`src/rtl/muldiv_iter.sv`:
```
// Iterative radix-2 multiply/divide unit producing hi/lo results.
// Optional: define MULDIV_EARLY_TERM_EN to end multiplies early.
module muldiv_iter #(
  parameter int WIDTH = 32,
  parameter int CNT_W = 6
) (
  input  logic             clock,
  input  logic             reset,
  input  logic             start,
  input  logic [1:0]       fun_c,
  input  logic [WIDTH-1:0] a,
  input  logic [WIDTH-1:0] b,
  output logic [WIDTH-1:0] hi,
  output logic [WIDTH-1:0] lo,
  output logic             busy,
  output logic             done,
  output logic             div_zero
);

  localparam int W = WIDTH;

  typedef enum logic [1:0] {
    IDLE,
    CALC,
    FIX,
    DONE
  } state_t;

  state_t           state;
  state_t           state_nx;
  logic [CNT_W-1:0] cnt;
  logic             is_div;
  logic             neg_q;
  logic             neg_r;
  logic             bz;
  logic [W-1:0]     a_raw;
  logic [W-1:0]     mb_r;
  logic [2*W-1:0]   sh_r;
  logic [2*W-1:0]   acc_r;

  logic [W-1:0]     a_mag;
  logic [W-1:0]     b_mag;
  logic             accept;
  logic             last;
  logic [2*W-1:0]   acc_mul;
  logic [W:0]       rem_sh;
  logic [W:0]       diff;
  logic             ge;
  logic [W-1:0]     rem_nx;
  logic [W-1:0]     q_nx;
  logic [2*W-1:0]   prod_fx;
  logic [W-1:0]     hi_fx;
  logic [W-1:0]     lo_fx;

  assign a_mag  = (fun_c[0] && a[W-1]) ? -a : a;
  assign b_mag  = (fun_c[0] && b[W-1]) ? -b : b;
  assign accept = start && (state == IDLE || state == DONE);
  assign busy   = (state == CALC) || (state == FIX);
  assign done   = (state == DONE);

  // One datapath step plus the sign fix-up of the final result
  always_comb begin
    acc_mul = mb_r[0] ? (acc_r + sh_r) : acc_r;
    rem_sh  = {acc_r[2*W-1:W], acc_r[W-1]};
    diff    = rem_sh - {1'b0, mb_r};
    ge      = ~diff[W];
    rem_nx  = ge ? diff[W-1:0] : rem_sh[W-1:0];
    q_nx    = {acc_r[W-2:0], ge};
    last    = (cnt == CNT_W'(W - 1));
`ifdef MULDIV_EARLY_TERM_EN
    if (!is_div && mb_r[W-1:1] == '0)
      last = 1'b1;
`endif
    prod_fx = neg_q ? -acc_r : acc_r;
    if (!is_div) begin
      hi_fx = prod_fx[2*W-1:W];
      lo_fx = prod_fx[W-1:0];
    end else if (bz) begin
      hi_fx = a_raw;
      lo_fx = '1;
    end else begin
      hi_fx = neg_r ? -acc_r[2*W-1:W] : acc_r[2*W-1:W];
      lo_fx = neg_q ? -acc_r[W-1:0] : acc_r[W-1:0];
    end
  end

  // State register
  always_ff @(posedge clock) begin
    if (!reset) state <= IDLE;
    else        state <= state_nx;
  end

  // Next-state logic
  always_comb begin
    state_nx = state;
    unique case (state)
      IDLE:    if (start) state_nx = CALC;
      CALC:    if (last) state_nx = FIX;
      FIX:     state_nx = DONE;
      DONE:    state_nx = start ? CALC : IDLE;
      default: state_nx = IDLE;
    endcase
  end

  // Operand capture, iteration and result registers
  always_ff @(posedge clock) begin
    if (!reset) begin
      hi       <= '0;
      lo       <= '0;
      div_zero <= 1'b0;
      cnt      <= '0;
      is_div   <= 1'b0;
      neg_q    <= 1'b0;
      neg_r    <= 1'b0;
      bz       <= 1'b0;
      a_raw    <= '0;
      mb_r     <= '0;
      sh_r     <= '0;
      acc_r    <= '0;
    end else if (accept) begin
      cnt    <= '0;
      is_div <= fun_c[1];
      neg_q  <= fun_c[0] & (a[W-1] ^ b[W-1]);
      neg_r  <= fun_c[0] & a[W-1];
      bz     <= (b == '0);
      a_raw  <= a;
      mb_r   <= b_mag;
      if (fun_c[1]) begin
        acc_r <= {{W{1'b0}}, a_mag};
        sh_r  <= '0;
      end else begin
        acc_r <= '0;
        sh_r  <= {{W{1'b0}}, a_mag};
      end
    end else if (state == CALC) begin
      cnt <= cnt + CNT_W'(1);
      if (is_div) begin
        acc_r <= {rem_nx, q_nx};
      end else begin
        acc_r <= acc_mul;
        sh_r  <= sh_r << 1;
        mb_r  <= mb_r >> 1;
      end
    end else if (state == FIX) begin
      hi       <= hi_fx;
      lo       <= lo_fx;
      div_zero <= is_div & bz;
    end
  end

endmodule

```
`config.mk`:
```
export PLATFORM = sky130hd
export DESIGN_NAME = muldiv_iter
export DESIGN_NICKNAME = d
export VERILOG_FILES = /design/src/rtl/muldiv_iter.sv
export SDC_FILE = /design/constraint.sdc
export NUM_CORES = 1
export LEC_CHECK = 0
export CORE_MARGIN = 2
export CORE_UTILIZATION = 50
export DETAILED_ROUTE_END_ITERATION = 12
export PLACE_DENSITY = 0.69
export SLEW_MARGIN = 20
export SYNTH_ARGS = -nofsm -noshare
export SYNTH_HDL_FRONTEND = slang
export SYNTH_SLANG_ARGS = --single-unit
```
`constraint.sdc`:
```
create_clock -name clock -period 4.9 [get_ports clock]
set_input_delay 1.47 -clock clock [delete_from_list [all_inputs] [get_ports clock]]
set_output_delay 1.47 -clock clock [all_outputs]
set_load 0.005 [all_outputs]
```
Word-level counts from Yosys, hierarchy flattened --
Index checks and enable logic that the tools add are counted.
Operators by class: mux-type cells 26, add/sub/neg operators 8, equal/unequal tests 7, reduce and logical (&&, ||, !) cells 14, bitwise logic cells 8
Operators with widths (number):
- 2-to-1 mux 64 bit | 8
- 2-to-1 mux 32 bit | 14
- negator 32 bit | 4
- adder 64 bit | 1
- negator 64 bit | 1
- subtractor 33 x 32 -> 33 bit | 1
- logical NOT 32 bit | 1
- case mux 2 bit (4 select lines) | 1
- adder 6 x 1 -> 6 bit, second input constant | 1
- equality test 6 x 5 -> 1 bit, second input constant | 1
- AND reduction 2 bit | 3
- equality test 2 bit, second input constant | 2
- 2-to-1 mux 2 bit | 2
- != test 2 bit, second input constant | 2
- inverter 1 bit | 4
- AND 1 bit | 3
- logical AND 1 bit | 3
- AND reduction 3 bit | 1
- nonzero test 3 bit | 1
- equality test 2 x 1 -> 1 bit, second input constant | 1
- logical NOT 2 bit | 1
- logical OR 1 bit | 2
- != test 2 x 1 -> 1 bit, second input constant | 1
- nonzero test 2 bit | 1
- 3 further kinds | 3
Storage, ports and cells: bits in registers 269, output and inout bits 67, logic and storage cells 76

Logic depth before layout (Yosys ltp) --
word-level depth 5, depth in mapped cells 15

Worst setup path before layout --
Ideal clock, no wire load.
kind input to register, start point in a[0], end point reg acc_r[29], stages on the path 10, arrival 3.859 ns, data required time 4.772 ns, path slack 0.914 ns, path through or4_1 nor3_1 nand2_1 or4_1 nor4_1 a21oi_1 xnor2_1 nor2_1 a221oi_1 nor2_1
On the way: longest elaborated chain between the ends 4
RTL lines:
- start: declaration | line 11 | input logic [WIDTH-1:0] a,
- negator 32 bit | line 55 | assign a_mag = (fun_c[0] && a[W-1]) ? -a : a;
- 2-to-1 mux 32 bit | line 55
- 2-to-1 mux 32 bit | line 128 | if (fun_c[1]) begin
- 2-to-1 mux 64 bit | line 120 | end else if (accept) begin
- end signal: assignment | line 129 | acc_r <= {{W{1'b0}}, a_mag};
- end signal: assignment | line 138 | acc_r <= {rem_nx, q_nx};
- end signal: assignment | line 140 | acc_r <= acc_mul;
- end: declaration | line 39 | logic [2*W-1:0] acc_r;
Every way passes these cells. A chain may end at the register's enable or synchronous reset.

Worst setup path after layout --
start point in a[2], end point reg acc_r[29]
The elaborated chain is that of the path after synthesis.

==> impl_metrics.toml <==
[outcome]
outcome = "finished, final reports clean"

[detailed_routing]
drt-initial-drc-count = 1986
wirelength_um = 74500
vias = 21000
antenna_left = 0
firstDrtPassIters = 7
avgViaCountPerCell = 6.30
drc = 0
wire_per_inst_um = 22.3

[setup_path]
crit_type = "in -> reg"
startpoint_type = "input pin"
critPathBufInv = 1
end_kind = "flip-flop"
crit_chain = "clkdlybuf4s50_1, or4_1, nor3_1, nand2_1, or4_1, nor4_1, a21oi_1, xnor2_1, nor2_1, a221oi_1, nor2_1"
slowest_delay_ns = 0.57
crit_cells = 11
r2r_setup_slack_ns = 0.80
crit_arrival_ns = 4.57
worstPathRequired_ns = 5.31
r2r_cells = 16
r2r_start = "acc_r[31]"
crit_path_top_delay_cell = "or4_1"
crit_fanout = 5
reg2reg_to = "acc_r[38]"
cp_top_family = "simple AND/OR/NAND/NOR gates"

[sta]
slew_headroom = 0.236
setup_slack_ns = 0.737
slew_violations = 0
rsz0062_at_grt = "no"
final-setup-viol-count = 0
fin_worst_skew_ns = 0.0198
fin_crit_sh = 0.850
worstMarginPinSlew_ns = 1.15
fin_tns_setup_ns = 0
fmax_ghz = 0.240
post-route-min-period_ns = 4.16
hold_slack_ns = 0.453
hold_viol = 0

[clocking]
path_clk_slew_ns = 0.06
cts_resized = 0
cts_tree = "built"
worstSkewPairLatency_ns = 0.56
h-tree-depth = 2
cts_root_buf = "clkbuf_16"
cts_buffers = 34
cts_hold_buf = 0
post-cts-setup-buffer-count = 0
cts_max_path_buffers = 3
clock_sinks = 269

[grt]
grtUsageMet1 = 0.481
use_met3 = 0.0744
grt_util_all_layers = 0.347
grt_overflow_total = 0
antenna_found_initial = 3
grt_use_met2 = 0.528
grt_first_pass_wirelength_um = 114000
grt_pass1_vias = 19600
grt_max_degree = 78
top_usage_layer = "met2"

[placed_design]
detailed_place_hpwl_um = 56100
placed_cell_area_sq_um = 22100
post-place-ws_ns = 0.205
gp_congestion = 0.990
io_buffers = 135

[yosys]
synthFlopType = "dfxtp_1"
synth_cell_types = 82
synth_edf_count = 0
synthCells = 2725
yosys-top-cells-area = "dfxtp_1, nand2_1, a21oi_1"
synth_area_leader_cell = "dfxtp_1"
synth_top_area_frac = 0.266
synth-seq-cells = 269
async_flop_share = 0
ys_seq_area_frac = 0.266
syn_avg_cell_area_sq_um = 7.44
ys_warn_count = 0
netlist_area_sq_um = 20300
synth_fp_nets = 2901

[pwr]
ir_drop_mv = 0.617
p_leak_nw = 9.11
cellPowerDensity_nw_per_um2 = 484

[hold_path]
hp-class = "reg -> reg"
holdCritStartpoint = "hi[28]"
holdPathStages = 2
hold_end = "hi[28]"

[cells_and_area]
syn2layout_area_growth_pct = 15.6
drive_above_1_share = 0.0662
nNetsFinal = 2962
postLayoutCellArea_sq_um = 23500
nFillCells = 3731

[floorplanning]
core_sq_um = 39900
die_w_um = 205
die-area_sq_um = 42200
pin_count = 136
core.rowCount = 73
die_h_um = 205
initial_utilization = 0.508

[run]
drv_cap = 0
## metal layers
layer / share of wire / wire, um / up-vias
met5: 0 / 0 / -
li1: - / - / 9918
met2: 0.43 / 31800 / 969
met3: 0.099 / 7390 / 164
met1: 0.44 / 32600 / 9984
met4: 0.036 / 2670 / 0
## cell type report
type / instances / area, sq um / area share
diodes: 3 / 7.51 / 0.000320
multi-input cells: 2202 / 13900 / 0.591
repair buffers: 215 / 1980 / 0.0846
inverters: 64 / 243 / 0.0104
well taps: 525 / 657 / 0.0280
flip-flops and latches: 269 / 5390 / 0.230
clock buffers: 50 / 1050 / 0.0450
clock inverters: 11 / 259 / 0.0110
## state kept, by name, summed over array words and instances (netlist names), 2 cells and up
name / count
a_raw: 32
hi: 32
cnt: 6
state: 2
lo: 32
acc_r: 64
sh_r: 64
mb_r: 32
## per-stage QoR
stage / util / total power, mW / std cells
floorplan: - / 6.48 / 2725
CTS: 0.587 / 11.2 / 3336
global route: 0.588 / 11.9 / 3339
finish: 0.588 / 11.3 / 3339
global placement: 0.554 / 8.20 / 3275
detailed placement: 0.554 / 8.27 / 3275
## cell usage in the layout, fill, tap and decap left out, types with 13 or more instances in the layout
cell type	synthesis	final
xnor2_1	127	127
nand3_1	38	38
or3_1	24	24
buf_4	4	77
a22oi_1	18	18
o31ai_1	35	35
a222oi_1	13	13
clkbuf_16	0	37
and2_1	18	18
o21a_1	17	17
o21ai_0	226	226
a221oi_1	15	15
nand2b_1	24	22
a21o_1	58	58
nand4_1	25	25
a211oi_1	58	58
mux2i_1	68	68
nor2_1	223	222
xor2_1	102	102
o211ai_1	32	32
o21bai_1	22	22
dfxtp_1	269	266
o21ai_1	18	18
a31oi_1	14	14
o22ai_1	13	13
a21oi_1	277	276
nor2b_1	18	16
nor4_1	19	19
nand2_1	392	392
ha_1	105	105
a311oi_1	16	16
inv_1	64	63
nor3_1	40	38
or4_1	16	16
clkdlybuf4s50_1	0	134
## synth_stat cells (all sizes together) (17+ instances only)
library cell	n
nand2	392
a21oi	277
dfxtp	269
o21ai	245
nor2	223
clkbuf	164
xnor2	127
ha	105
xor2	102
mux2i	68
inv	64
a211oi	58
a21o	58
nor3	40
nand3	38
o31ai	36
o211ai	32
buf	26
or3	26
nand2b	25
nand4	25
o21bai	22
nor4	20
or4	20
a22oi	18
and2	18
nor2b	18
o21a	17
## cell families after synthesis
logic type	count (synthesis)	share of synthesized area
mux	77	0.0386
flops	269	0.266
xor+xnor	229	0.0989
buf+inv	254	0.0540
compound gates	901	0.277
fa+ha+maj	107	0.0668
simple gates	888	0.199
## worst max path at each step
stage          startpoint        end  slack (ns)
2_1_floorplan        a[0]  acc_r[29]        0.91
3_3_place_gp         a[9]  acc_r[27]        0.22
3_5_place_dp         a[2]  acc_r[29]        0.20
4_1_cts              a[2]  acc_r[29]        0.76
5_1_grt              a[2]  acc_r[29]        0.52
6_report             a[2]  acc_r[29]        0.74
## worst reg2reg max path: cells and delay by family (launching register included)
kind | cells | cell delay [ns]
multiplexers | 1 | 0.37
buffers and inverters | 4 | 0.82
flip-flops | 1 | 0.33
adder cells (fa/ha/maj) | 2 | 0.67
AND/OR/NAND/NOR | 4 | 0.77
AO/OA/AOI/OAI | 5 | 1.01
## where the power goes
part / leakage (nW) / internal (mW) / switching [mW]
clock: 0.644 / 1.91 / 1.03
combinational: 6.27 / 1.90 / 3.39
sequential: 2.19 / 2.62 / 0.487
total: 9.11 / 6.44 / 4.90
(Power assumes the default switching activity.)
